File: src/rtl/vc_fifo.sv
// Multi-VC flit FIFO: VCS independent circular buffers, one push and one pop per cycle.
// Define VC_FIFO_ERR_EN to build the sticky {overflow, underflow} error flags.
module vc_fifo #(
    parameter int WIDTH    = 18,
    parameter int DEPTH    = 16,
    parameter int VCS      = 4,
    parameter int AF_LEVEL = DEPTH - 2,
    localparam int VW      = $clog2(VCS),
    localparam int CW      = $clog2(DEPTH) + 1
) (
    input  logic              clk,
    input  logic              rst,
    input  logic              write,
    input  logic [VW-1:0]     wr_vc,
    input  logic [WIDTH-1:0]  data_in,
    input  logic              read,
    input  logic [VW-1:0]     rd_vc,
    output logic [WIDTH-1:0]  data_out,
    output logic              rd_valid,
    output logic [VCS-1:0]    empty,
    output logic [VCS-1:0]    full,
    output logic [VCS-1:0]    almost_full,
    output logic [VCS*CW-1:0] count,
    output logic [1:0]        err
);

    localparam int AW = CW - 1;

    logic [WIDTH-1:0] mem    [VCS][DEPTH];
    logic [CW-1:0]    wr_ptr [VCS];
    logic [CW-1:0]    rd_ptr [VCS];
    logic [CW-1:0]    occ    [VCS];

    logic push_ok;
    logic pop_ok;

    // Flags come from the registered pointers only, so they never follow write/read.
    for (genvar i = 0; i < VCS; i++) begin : g_flags
        assign occ[i]             = wr_ptr[i] - rd_ptr[i];
        assign empty[i]           = (wr_ptr[i] == rd_ptr[i]);
        assign full[i]            = (wr_ptr[i][AW] != rd_ptr[i][AW]) &&
                                    (wr_ptr[i][AW-1:0] == rd_ptr[i][AW-1:0]);
        assign almost_full[i]     = (occ[i] >= CW'(AF_LEVEL));
        assign count[i*CW +: CW]  = occ[i];
    end

    // A push to a full VC is dropped even when that VC is popped in the same cycle.
    assign push_ok = write && !full[wr_vc];
    assign pop_ok  = read && !empty[rd_vc];

    // Storage is not reset; the pointers alone decide which entries are live.
    always_ff @(posedge clk) begin
        if (push_ok) begin
            mem[wr_vc][wr_ptr[wr_vc][AW-1:0]] <= data_in;
        end
    end

    // Per-VC pointer advance; the extra top bit toggles on every wrap.
    always_ff @(posedge clk or posedge rst) begin
        if (rst) begin
            for (int i = 0; i < VCS; i++) begin
                wr_ptr[i] <= '0;
                rd_ptr[i] <= '0;
            end
        end else begin
            for (int i = 0; i < VCS; i++) begin
                if (push_ok && (wr_vc == VW'(i))) begin
                    wr_ptr[i] <= wr_ptr[i] + 1'b1;
                end
                if (pop_ok && (rd_vc == VW'(i))) begin
                    rd_ptr[i] <= rd_ptr[i] + 1'b1;
                end
            end
        end
    end

    // Registered pop data; an ignored pop holds the previous flit.
    always_ff @(posedge clk or posedge rst) begin
        if (rst) begin
            data_out <= '0;
            rd_valid <= 1'b0;
        end else begin
            rd_valid <= pop_ok;
            if (pop_ok) begin
                data_out <= mem[rd_vc][rd_ptr[rd_vc][AW-1:0]];
            end
        end
    end

`ifdef VC_FIFO_ERR_EN
    logic ovf;
    logic udf;

    // Sticky error flags, cleared only by reset.
    always_ff @(posedge clk or posedge rst) begin
        if (rst) begin
            ovf <= 1'b0;
            udf <= 1'b0;
        end else begin
            if (write && full[wr_vc]) begin
                ovf <= 1'b1;
            end
            if (read && empty[rd_vc]) begin
                udf <= 1'b1;
            end
        end
    end

    assign err = {ovf, udf};
`else
    assign err = 2'b00;
`endif

endmodule

File: config.mk
export PLATFORM = sky130hd
export DESIGN_NAME = vc_fifo
export DESIGN_NICKNAME = d
export VERILOG_FILES = /design/src/rtl/vc_fifo.sv
export SDC_FILE = /design/constraint.sdc
export NUM_CORES = 1
export LEC_CHECK = 0
export ABC_AREA = 0
export CORE_MARGIN = 8
export CORE_UTILIZATION = 55
export CTS_CLUSTER_DIAMETER = 60
export DETAILED_ROUTE_END_ITERATION = 6
export HOLD_SLACK_MARGIN = 0.15
export PLACE_DENSITY = 0.72
export SYNTH_ARGS = -nofsm -noshare
export SYNTH_HDL_FRONTEND = slang
export SYNTH_SLANG_ARGS = --single-unit
File: constraint.sdc
create_clock -name clk -period 3.5 [get_ports clk]
set_clock_uncertainty 0.05 [all_clocks]
set_input_delay 0.7 -clock clk [delete_from_list [all_inputs] [get_ports clk]]
set_output_delay 0.7 -clock clk [all_outputs]
set_load 0.02 [all_outputs]
== Word level (Yosys, flattened, before mapping) ==
Memory sizes are Yosys's and may differ from the RTL's.
Index checks and enable logic that the tools add are counted.

* Register bits after elaboration: 59
* Memory bits (writable): 1152
* Input port bits: 26
* Output and inout port bits: 53
* Word-level logic and storage cells: 92
* Memories: 1

* $add $sub $neg: 12
* Order comparisons: 11
* Equality and inequality tests: 18
* Muxes and demuxes: 17
* Bitwise gates (word level): 4
* Reduce and logical (&&, ||, !) cells: 19

{| class="wikitable"
|+ Memories
! memory !! depth !! bits a word !! rd ports !! clocked after memory_dff !! write ports !! RTL line !! text
|-
| mem || 4 || 288 || 1 || 0 || 1 || 29 || <nowiki>logic [WIDTH-1:0] mem [VCS][DEPTH];</nowiki>
|}

{| class="wikitable"
|+ Operators with widths
! cell !! number
|-
| $mux 288 || 1
|-
| $bmux 18 s4 || 1
|-
| $demux 18 s4 || 1
|-
| $mux 18 || 3
|-
| $add 5x1->5 const B || 8
|-
| $bmux 5 s2 || 2
|-
| $eq 5x5->1 || 4
|-
| $ge 5x4->1 const B || 4
|-
| $sub 5x5->5 || 4
|-
| $eq 4x4->1 || 4
|-
| $mux 4 || 4
|-
| $logic_and 1x1->1 || 15
|-
| $ge 5x5->1 const B || 2
|-
| $not 4->5 || 2
|-
| $eq 2x2->1 const B || 4
|-
| $ge 3x3->1 const B || 2
|-
| $lt 2x3->1 const B || 2
|-
| $not 2->3 || 2
|-
| $lt 5x1->1 const B || 1
|-
| $bmux 1 s2 || 2
|-
| $eq 2x1->1 const B || 2
|-
| $logic_not 2->1 || 2
|-
| $ne 1x1->1 || 4
|-
| $mux 1 || 3
|-
| $logic_not 1->1 || 2
|}

== Logic depth before layout (Yosys ltp) ==
Gate-level depths: netlist (run 1).

* Depth in word-level cells: 10
* Mapped depth: 10
* Mapped depth without buffers: 8

== Least setup slack after synthesis (run 1) ==
OpenSTA, ideal clock, no wires.

* Path kind: input to register
* From: input port wr_vc[0]
* To: memory mem[0][126] in the netlist's numbering, enable pin
* Library setup time: 393 ps
* Arrival: 2935 ps
* Required time: 3057 ps
* Setup slack: 122 ps
* Cell stages on the path: 5
* Path buffers: 1
* Path through: buf_2 -> mux4_2 -> nor4b_1 -> nand2_1 -> nor2_1

* Word-level cells in the longest chain between the ends: 10

{| class="wikitable"
|+ Ends and longest elaborated chain
! element !! RTL line !! text
|-
| from (decl) || 14 || <nowiki>input logic [VW-1:0] wr_vc,</nowiki>
|-
| $not 2->3 (not written as such) || 54 || <nowiki>mem[wr_vc][wr_ptr[wr_vc][AW-1:0]] <= data_in;</nowiki>
|-
| $bmux 5 s2 || 54 ||
|-
| $mux 4 (not written as such) (2 in series) || 54 ||
|-
| $not 4->5 (not written as such) || 54 ||
|-
| $ge 5x5->1 (not written as such) / $lt 5x1->1 (equally long branches) || 54 ||
|-
| $logic_and 1x1->1 (not written as such) || 54 ||
|-
| $mux 18 (not written as such) || 54 ||
|-
| $demux 18 s4 || 54 ||
|-
| $mux 288 (not written as such) || 54 ||
|-
| to (decl) || 29 ||
|}

Several ways; a longest one is shown, not always the timed one. The select of a mux whose other input is x is not followed.

== Worst setup path in the final report (run 1) ==
* From: register wr_ptr[10] in the netlist's numbering
* To: output port almost_full[1]

* Word-level cells in the longest chain between the ends: 2

{| class="wikitable"
|+ Ends and longest elaborated chain
! element !! RTL line !! text
|-
| from (decl) || 30 || <nowiki>logic [CW-1:0] wr_ptr [VCS];</nowiki>
|-
| from (signal, indexed assignment) || 68 || <nowiki>wr_ptr[i] <= wr_ptr[i] + 1'b1;</nowiki>
|-
| $sub 5x5->5 || 39 || <nowiki>assign occ[i] = wr_ptr[i] - rd_ptr[i];</nowiki>
|-
| $ge 5x4->1 || 43 || <nowiki>assign almost_full[i] = (occ[i] >= CW'(AF_LEVEL));</nowiki>
|-
| to (decl) || 22 || <nowiki>output logic [VCS-1:0] almost_full,</nowiki>
|}

No other way between the ends.

==> results of run 1 <==
## flip-flops by register name, summed over array words and instances (netlist names)
register,flops
data_out,18
mem,1152
rd_ptr,20
rd_valid,1
wr_ptr,20
## repair_timing
item	4_1_cts	5_1_grt
buffers inserted	5	1
pin swaps	1	3
resized for setup	29	20
endpoints found under the setup margin	16	15
## layer usage
metal	vias to the layer above	part of all wire, %	GRT usage [%]
met5	-	0.011	0
met4	2	3.1	6.72
met3	198	9.5	5.24
met2	1238	49	38.0
met1	12600	39	32.4
li1	9858	-	-
## per-stage QoR
stage	utilization [%]	cells
floorplan	-	2249
global placement	59.6	3534
detailed placement	59.6	3534
CTS	63.9	3752
global route	63.9	3753
finish	63.9	3754
## kinds of logic after synthesis
kind of cell               Yosys count
muxes                              408
xor gates and xnor gates            51
and+or+nand+nor                    225
AOI/OAI and AO/OA                  176
adders and majority gates           28
DFF                               1211
other                                1
buffers and inverters              148
## cells in the mapped netlist, types with 5 or more instances
cell / instances / area, um^2
nand4_1: 20 / 125
buf_4: 29 / 218
nor2b_1: 37 / 231
mux2i_1: 72 / 721
ha_1: 24 / 300
inv_1: 28 / 105
buf_6: 18 / 203
a21oi_1: 26 / 130
xor2_1: 12 / 105
o21ai_0: 5 / 25.0
dfrtp_1: 59 / 1480
o22ai_1: 18 / 113
xnor2_1: 39 / 342
a211oi_1: 72 / 541
nand2_1: 48 / 180
nor3_1: 5 / 25.0
a221oi_1: 18 / 158
clkbuf_1: 28 / 105
edfxtp_1: 1152 / 34600
mux2_2: 40 / 450
mux4_2: 296 / 6670
a21o_1: 9 / 67.6
o31ai_1: 19 / 143
buf_2: 37 / 185
nor2_1: 91 / 342
nor3b_1: 6 / 45.0
## critical path: stages (launching register included)
cell and delay (ns):
dfrtp_1 0.38, inv_1 0.10, ha_1 0.16, inv_1 0.07
fa_2 0.39, a21o_1 0.21, a21oi_2 0.15, xnor2_1 0.13
a31o_2 0.25, buf_2 0.15
## worst max-delay path by stage
stage                                 end  slack (ns)  depth (start not counted)
finish                     almost_full[1]        0.07                          9
floorplan           mem[0][126]$_DFFE_PP_        0.12                          5
detailed placement  mem[3][142]$_DFFE_PP_       -0.04                          7
CTS                             count[18]       0.009                          5
global placement    mem[0][111]$_DFFE_PP_       -0.02                          7
global route               almost_full[3]       -0.02                          8
## power by group
| part | internal, mW | switching, mW |
|---|---|---|
| sequential | 16.6 | 0.678 |
| clock | 7.01 | 5.21 |
| combinational | 3.60 | 5.48 |
| total | 27.2 | 11.4 |
## cell type report
type	instances	area, um^2	share of cell area (%)
well taps	1155	1450	2.61
repair buffers	256	2920	5.28
diodes	1	2.50	0.00452
clock inverters	73	692	1.25
multi-input cells	890	11100	20.1
inverters	28	105	0.190
clock buffers	140	3020	5.46
flip-flops and latches	1211	36100	65.1
==> run summary, run 1 <==
status = completed
commonest non-fill, non-tap cell in the layout = edfxtp_1
vias in the first global route = 24100
Worst Hold Class = primary input to flip-flop
clk buf depth = 3
die height = 311 um
first-pass GRT wire length = 167000 um
ANT nets after route = 0
Final Cycle Share = 98.0%
Total Neg Setup Slack = 0 ns
hold_ws = 0.358 ns
Fin. Hold Viols = 0
Post-synth EDFFs = 1152
# port buffers = 76
Slew HR = 12.8%
routed len/inst = 30.7 um
Core Box Area = 86600 um^2
final-report max-slew violation count = 0
post-synthesis adder-cell area fraction = 0.793%
htree depth = 3
largest net degree at the start of global routing = 86
R2R depth = 5
Syn. warnings = 0
WHS Path Cells = 1
reg2reg setup slack = 0.24 ns
DR DRC count = 0
Num CTS Buffers = 114
post-DP HPWL = 71600 um
Hold Crit Start = data_in[13]
Synth Area in Compound Gates = 2.60%
GPL Wtd Cong = 0.906
DRT iter0 DRCs = 2846
post-synthesis mux area share = 16.3%
crit start category = flip-flop
Crit path required time = 2.75 ns
Min-Delay Endpoint = mem[3][49]$_DFFE_PP_
Crit Path Max Fanout = 2
Place WS = -0.0360 ns
#FFs+latches synth = 1211
largest family of logic cells by synthesized area = multiplexers
final wirelength = 115000 um
total power = 38.5 mW
critical path arrival = 2.68 ns
origin of the critical flop-to-flop path = rd_ptr[7]$_DFFE_PP0P_
Max Cap Viol = 0
initial antenna violation count = 1
RR Endpoint = data_out[8]$_DFFE_PP0P_
Final setup viols = 0
Simple-Gate Fraction of Synth Area = 2.27%
peak supply drop = 0.000682 V
initial cell density of the core = 55.4%
sequential area share after synthesis = 75.2%
worst setup path startpoint = wr_ptr[10]$_DFFE_PP0P_
fill count = 5586
RSZ-0062 raised after global routing = yes
Tmin final = 3.43 ns
Root Driver = clkbuf_16
area growth from synthesis to layout = 15.4%
dpl cell area = 51600 um^2
gr ovfl total = 0
chip width = 311 um
most frequent cells in the layout = edfxtp_1 (1152), mux4_2 (294), clkbuf_16 (116)
num ports = 79
Synth Cell Area = 48000 um^2
XOR/XNOR Fraction of Synth Area = 0.931%
DR vias/cell = 6.37
Post-Syn Instances = 2248
Most used DFF post-synth = edfxtp_1
First-pass DRT Iterations = 5
CP endpoint kind = output pin
FMAX = 291 MHz
Mean Syn Cell Area = 21.3 um^2
Reg clk slew, reported paths = 0.06 ns
Tightest Pin Transition = 1.30 ns
CTS tree = done
die area = 97000 um^2
vias = 23900
total clock sinks = 1211
crit path kind = flip-flop to output pin
Rows = 108
post-route cell area = 55400 um^2
hold_buf cts = 0
share of cells above drive strength 1 = 29.4%
power per cell area = 696 nW/um^2
Worst-Skew Late Latency = 0.68 ns
Leak = 18.1 nW
fraction of registers with async set/reset = 4.87%
NumNets Final = 2555
fin worst setup slack = 0.0692 ns
Total GRT Usage = 23.5%
Cell variety after synth = 50
Power figures use the tool's default switching activity.
==> run 2: changes to the inputs <==
--- a/config.mk
+++ b/config.mk
@@ -5,13 +5,13 @@
 export SDC_FILE = /design/constraint.sdc
 export NUM_CORES = 1
 export LEC_CHECK = 0
-export ABC_AREA = 0
+export ABC_AREA = 1
 export CORE_MARGIN = 8
 export CORE_UTILIZATION = 55
 export CTS_CLUSTER_DIAMETER = 60
 export DETAILED_ROUTE_END_ITERATION = 6
 export HOLD_SLACK_MARGIN = 0.15
-export PLACE_DENSITY = 0.72
+export PLACE_DENSITY = 0.71
 export SYNTH_ARGS = -nofsm -noshare
 export SYNTH_HDL_FRONTEND = slang
 export SYNTH_SLANG_ARGS = --single-unit
==> constraint.sdc (replaced) <==
create_clock -name clk -period 3.5 [get_ports clk]
set_clock_uncertainty 0.05 [all_clocks]
set_input_delay 0.7 -clock clk [delete_from_list [all_inputs] [get_ports clk]]
set_output_delay 0.7 -clock clk [all_outputs]
set_load 0.01 [all_outputs]
==> run summary, run 2 <==
GRT met1 Usage = 39.0% (was 32.4%)
Worst-Skew Late Latency = 0.70 ns (was 0.68 ns)
Syn. warnings = 0 (unchanged)
Num CTS Buffers = 119 (was 114)
Final setup viols = 0 (unchanged)
Largest stage delay, worst path = 0.59 ns (was 0.39 ns)
fraction of registers with async set/reset = 4.87% (unchanged)
First-pass DRT Iterations = 6 (was 5)
DR vias/cell = 5.92 (was 6.37)
Post-Syn Instances = 4552 (was 2248)
routing usage on met3 = 4.88% (was 5.24%)
Final Instance Count excl. Fillers = 5950 (was 3754)
Worst Hold Class = primary input to flip-flop (unchanged)
RSZ-0062 raised after global routing = no (was yes)
Rows = 111 (was 108)
slowest stage cell, crit path = clkdlybuf4s50_1 (was fa_2)
die height = 319 um (was 311 um)
largest net degree at the start of global routing = 205 (was 86)
Synth area leaders = edfxtp_1 (69%), nand2_1 (12%), nand3_1 (8.7%) (was edfxtp_1 (72%), mux4_2 (14%), dfrtp_1 (3.1%))
Reg clk slew, reported paths = 0.06 ns (about the same)
Leak = 22.2 nW (was 18.1 nW)
dpl cells = 5726 (was 3534)
Tightest Pin Transition = 1.29 ns (was 1.30 ns)
Root Driver = clkbuf_16 (unchanged)
delay-heaviest family, CP = buffers and inverters (was compound AO/OA/AOI/OAI gates)
Total Neg Setup Slack = 0 ns (unchanged)
routed len/inst = 24.5 um (was 30.7 um)
number of flip-flops in the largest register = 1152 (unchanged)
switching power total = 11.5 mW (was 11.4 mW)
Cell variety after synth = 28 (was 50)
Crit path required time = 2.75 ns (about the same)
top-count cell post-synth = nand2_1 (was edfxtp_1)
crit path kind = flip-flop to output pin (unchanged)
commonest non-fill, non-tap cell in the layout = nand2_1 (was edfxtp_1)
ANT cells = 0 (was 1)
chip width = 319 um (was 311 um)
die area = 102000 um^2 (was 97000 um^2)
Crit Path Max Fanout = 2 (unchanged)
FMAX = 298 MHz (was 291 MHz)
power per cell area = 659 nW/um^2 (was 696 nW/um^2)
Final Cycle Share = 96.0% (was 98.0%)
first-pass GRT wire length = 214000 um (was 167000 um)
Tmin final = 3.36 ns (was 3.43 ns)
Seq pwr share = 44.8% (was 44.7%)
worst path bufs/invs = 3 (unchanged)
fill count = 7003 (was 5586)
vias in the first global route = 33000 (was 24100)
Post-synth EDFFs = 1152 (unchanged)
status = completed (unchanged)
DR DRC count = 0 (unchanged)
Mean Syn Cell Area = 11.1 um^2 (was 21.3 um^2)
Total GRT Usage = 28.1% (was 23.5%)
Fin. Hold Viols = 0 (unchanged)
total power = 37.9 mW (was 38.5 mW)
Most used DFF post-synth = edfxtp_1 (unchanged)
Logic pwr share = 22.6% (was 23.6%)
initial antenna violation count = 3 (was 1)
Synth Cell Area = 50500 um^2 (was 48000 um^2)
Slew HR = 14.0% (was 12.8%)
sequential area share after synthesis = 71.4% (was 75.2%)
DRT iter0 DRCs = 5528 (was 2846)
gr busiest metal = met2 (unchanged)
ANT nets after route = 0 (unchanged)
net switching fraction of the power = 30.2% (was 29.5%)
Commonest cells post-synth = nand2_1 (1604), edfxtp_1 (1152), nand3_1 (881) (was edfxtp_1 (1152), mux4_2 (296), nor2_1 (91))
CTS tree = done (unchanged)
gr ovfl total = 0 (unchanged)
critical path arrival = 2.61 ns (was 2.68 ns)
Core Box Area = 91400 um^2 (was 86600 um^2)
final wirelength = 146000 um (was 115000 um)
clk buf depth = 3 (unchanged)
met2 usage = 43.6% (was 38.0%)
Core Util, Final = 63.0% (was 63.9%)
initial cell density of the core = 55.3% (was 55.4%)
GPL Wtd Cong = 0.961 (was 0.906)
most frequent cells in the layout = nand2_1 (1603), edfxtp_1 (1152), nand3_1 (881) (was edfxtp_1 (1152), mux4_2 (294), clkbuf_16 (116))
share of cells above drive strength 1 = 8.73% (was 29.4%)
top cell type's share of synthesized area = 68.5% (was 72.1%)
CP endpoint kind = output pin (unchanged)
# port buffers = 76 (unchanged)
reg2reg setup slack = 0.53 ns (was 0.24 ns)
final-report max-slew violation count = 0 (unchanged)
Max Cap Viol = 0 (unchanged)
Synth area leader = edfxtp_1 (unchanged)
crit-path cells = inv_2, ha_1, inv_1, fa_1, xor2_1, clkdlybuf4s50_1 (was inv_1, ha_1, inv_1, fa_2, a21o_1, a21oi_2, xnor2_1, a31o_2, buf_2)
htree depth = 3 (unchanged)
crit start category = flip-flop (unchanged)
num ports = 79 (unchanged)
#FFs+latches synth = 1211 (unchanged)
total clock sinks = 1211 (unchanged)
area growth from synthesis to layout = 14.0% (was 15.4%)
clock share of power = 32.6% (was 31.7%)
Internal = 26.5 mW (was 27.2 mW)
peak supply drop = 0.000524 V (was 0.000682 V)
post-DP HPWL = 90600 um (was 71600 um)
NumNets Final = 4719 (was 2555)
vias = 35200 (was 23900)
[run 2: cell count changes in the layout (fill, tap and decap cells not counted), sizes merged, moves of 19 or more]
cell,before,now
nand3,0,882
nand2,49,1605
mux4,296,0
nor2,92,399
o31ai,19,0
inv,33,76
a211oi,72,0
mux2i,72,0
nor2b,37,0
xnor2,39,8
mux2,40,0
[run 2: worst min-delay path: cells and delay by family]
family | cells | cell delay, ns
AND/OR/NAND/NOR | 4 | 0.28
buffers and inverters | 1 | 0.12
[run 2: cell type report]
class	count	area [um^2]	share of cell area, %
clock inverters	68	617	1.07
inverters	72	284	0.493
multi-input cells	3010	13100	22.7
well taps	1186	1480	2.58
repair buffers	251	2850	4.95
clock buffers	152	3160	5.50
flip-flops and latches	1211	36100	62.7
[run 2: cells by family after synthesis]
logic type | share of synthesized area, %
and+or+nand+nor | 23.9
buffers and inverters | 2.83
adders and majority gates | 0.753
other | 0.00743
DFF | 71.4
xor gates and xnor gates | 0.642
AOI/OAI and AO/OA | 0.453
[run 2: timing repair]
action	4_1_cts	5_1_grt
pin swaps	1	0
gates cloned	0	0
endpoints found under the setup margin	9	7
setup buffers	4	0
resized for setup	13	7
hold buffers	0	0
[run 2: stage by stage]
| step | setup slack [ns] | instance area, um^2 | hold slack [ns] |
|---|---|---|---|
| floorplan | 0.463 | 50500 | 0.433 |
| finish | 0.140 | 57600 | 0.395 |
| global placement | -0.0435 | 53700 | 0.467 |
| CTS | 0.00767 | 57600 | 0.371 |
| global route | 0.00718 | 57600 | 0.423 |
| detailed placement | -0.0964 | 53700 | 0.476 |
[run 2: final timing paths]
| kind | start | endpoint | depth (start not counted) |
|---|---|---|---|
| setup / recovery | wr_ptr[15]$_DFFE_PP0P_ | count[2] | 6 |
| hold / removal | rd_vc[1] | rd_ptr[8]$_DFFE_PP0P_ | 5 |
| setup reg to reg | rd_ptr[17]$_DFFE_PP0P_ | mem[0][12]$_DFFE_PP_ | 13 |
| hold reg to reg | rd_ptr[8]$_DFFE_PP0P_ | rd_ptr[8]$_DFFE_PP0P_ | 2 |
| max in group asynchronous | rst | rd_ptr[0]$_DFFE_PP0P_ | 3 |
| min in group asynchronous | rst | data_out[15]$_DFFE_PP0P_ | 2 |
[run 2: metal layers]
| layer | wire length [um] | vias to the layer above |
|---|---|---|
| met5 | 0 | - |
| met4 | 7290 | 0 |
| met3 | 15800 | 401 |
| met2 | 66900 | 2070 |
| met1 | 55900 | 16900 |
| li1 | - | 15900 |
[run 2: power by group through the flow]
stage,Clock (mW),Sequential [mW],Combinational [mW]
after global routing,13.1,17.0,9.19
after CTS,12.5,17.0,8.45
final,12.4,17.0,8.56
after floorplan,0,17.1,4.48
after global placement,0,17.3,8.37
after detailed placement,0,17.3,8.44
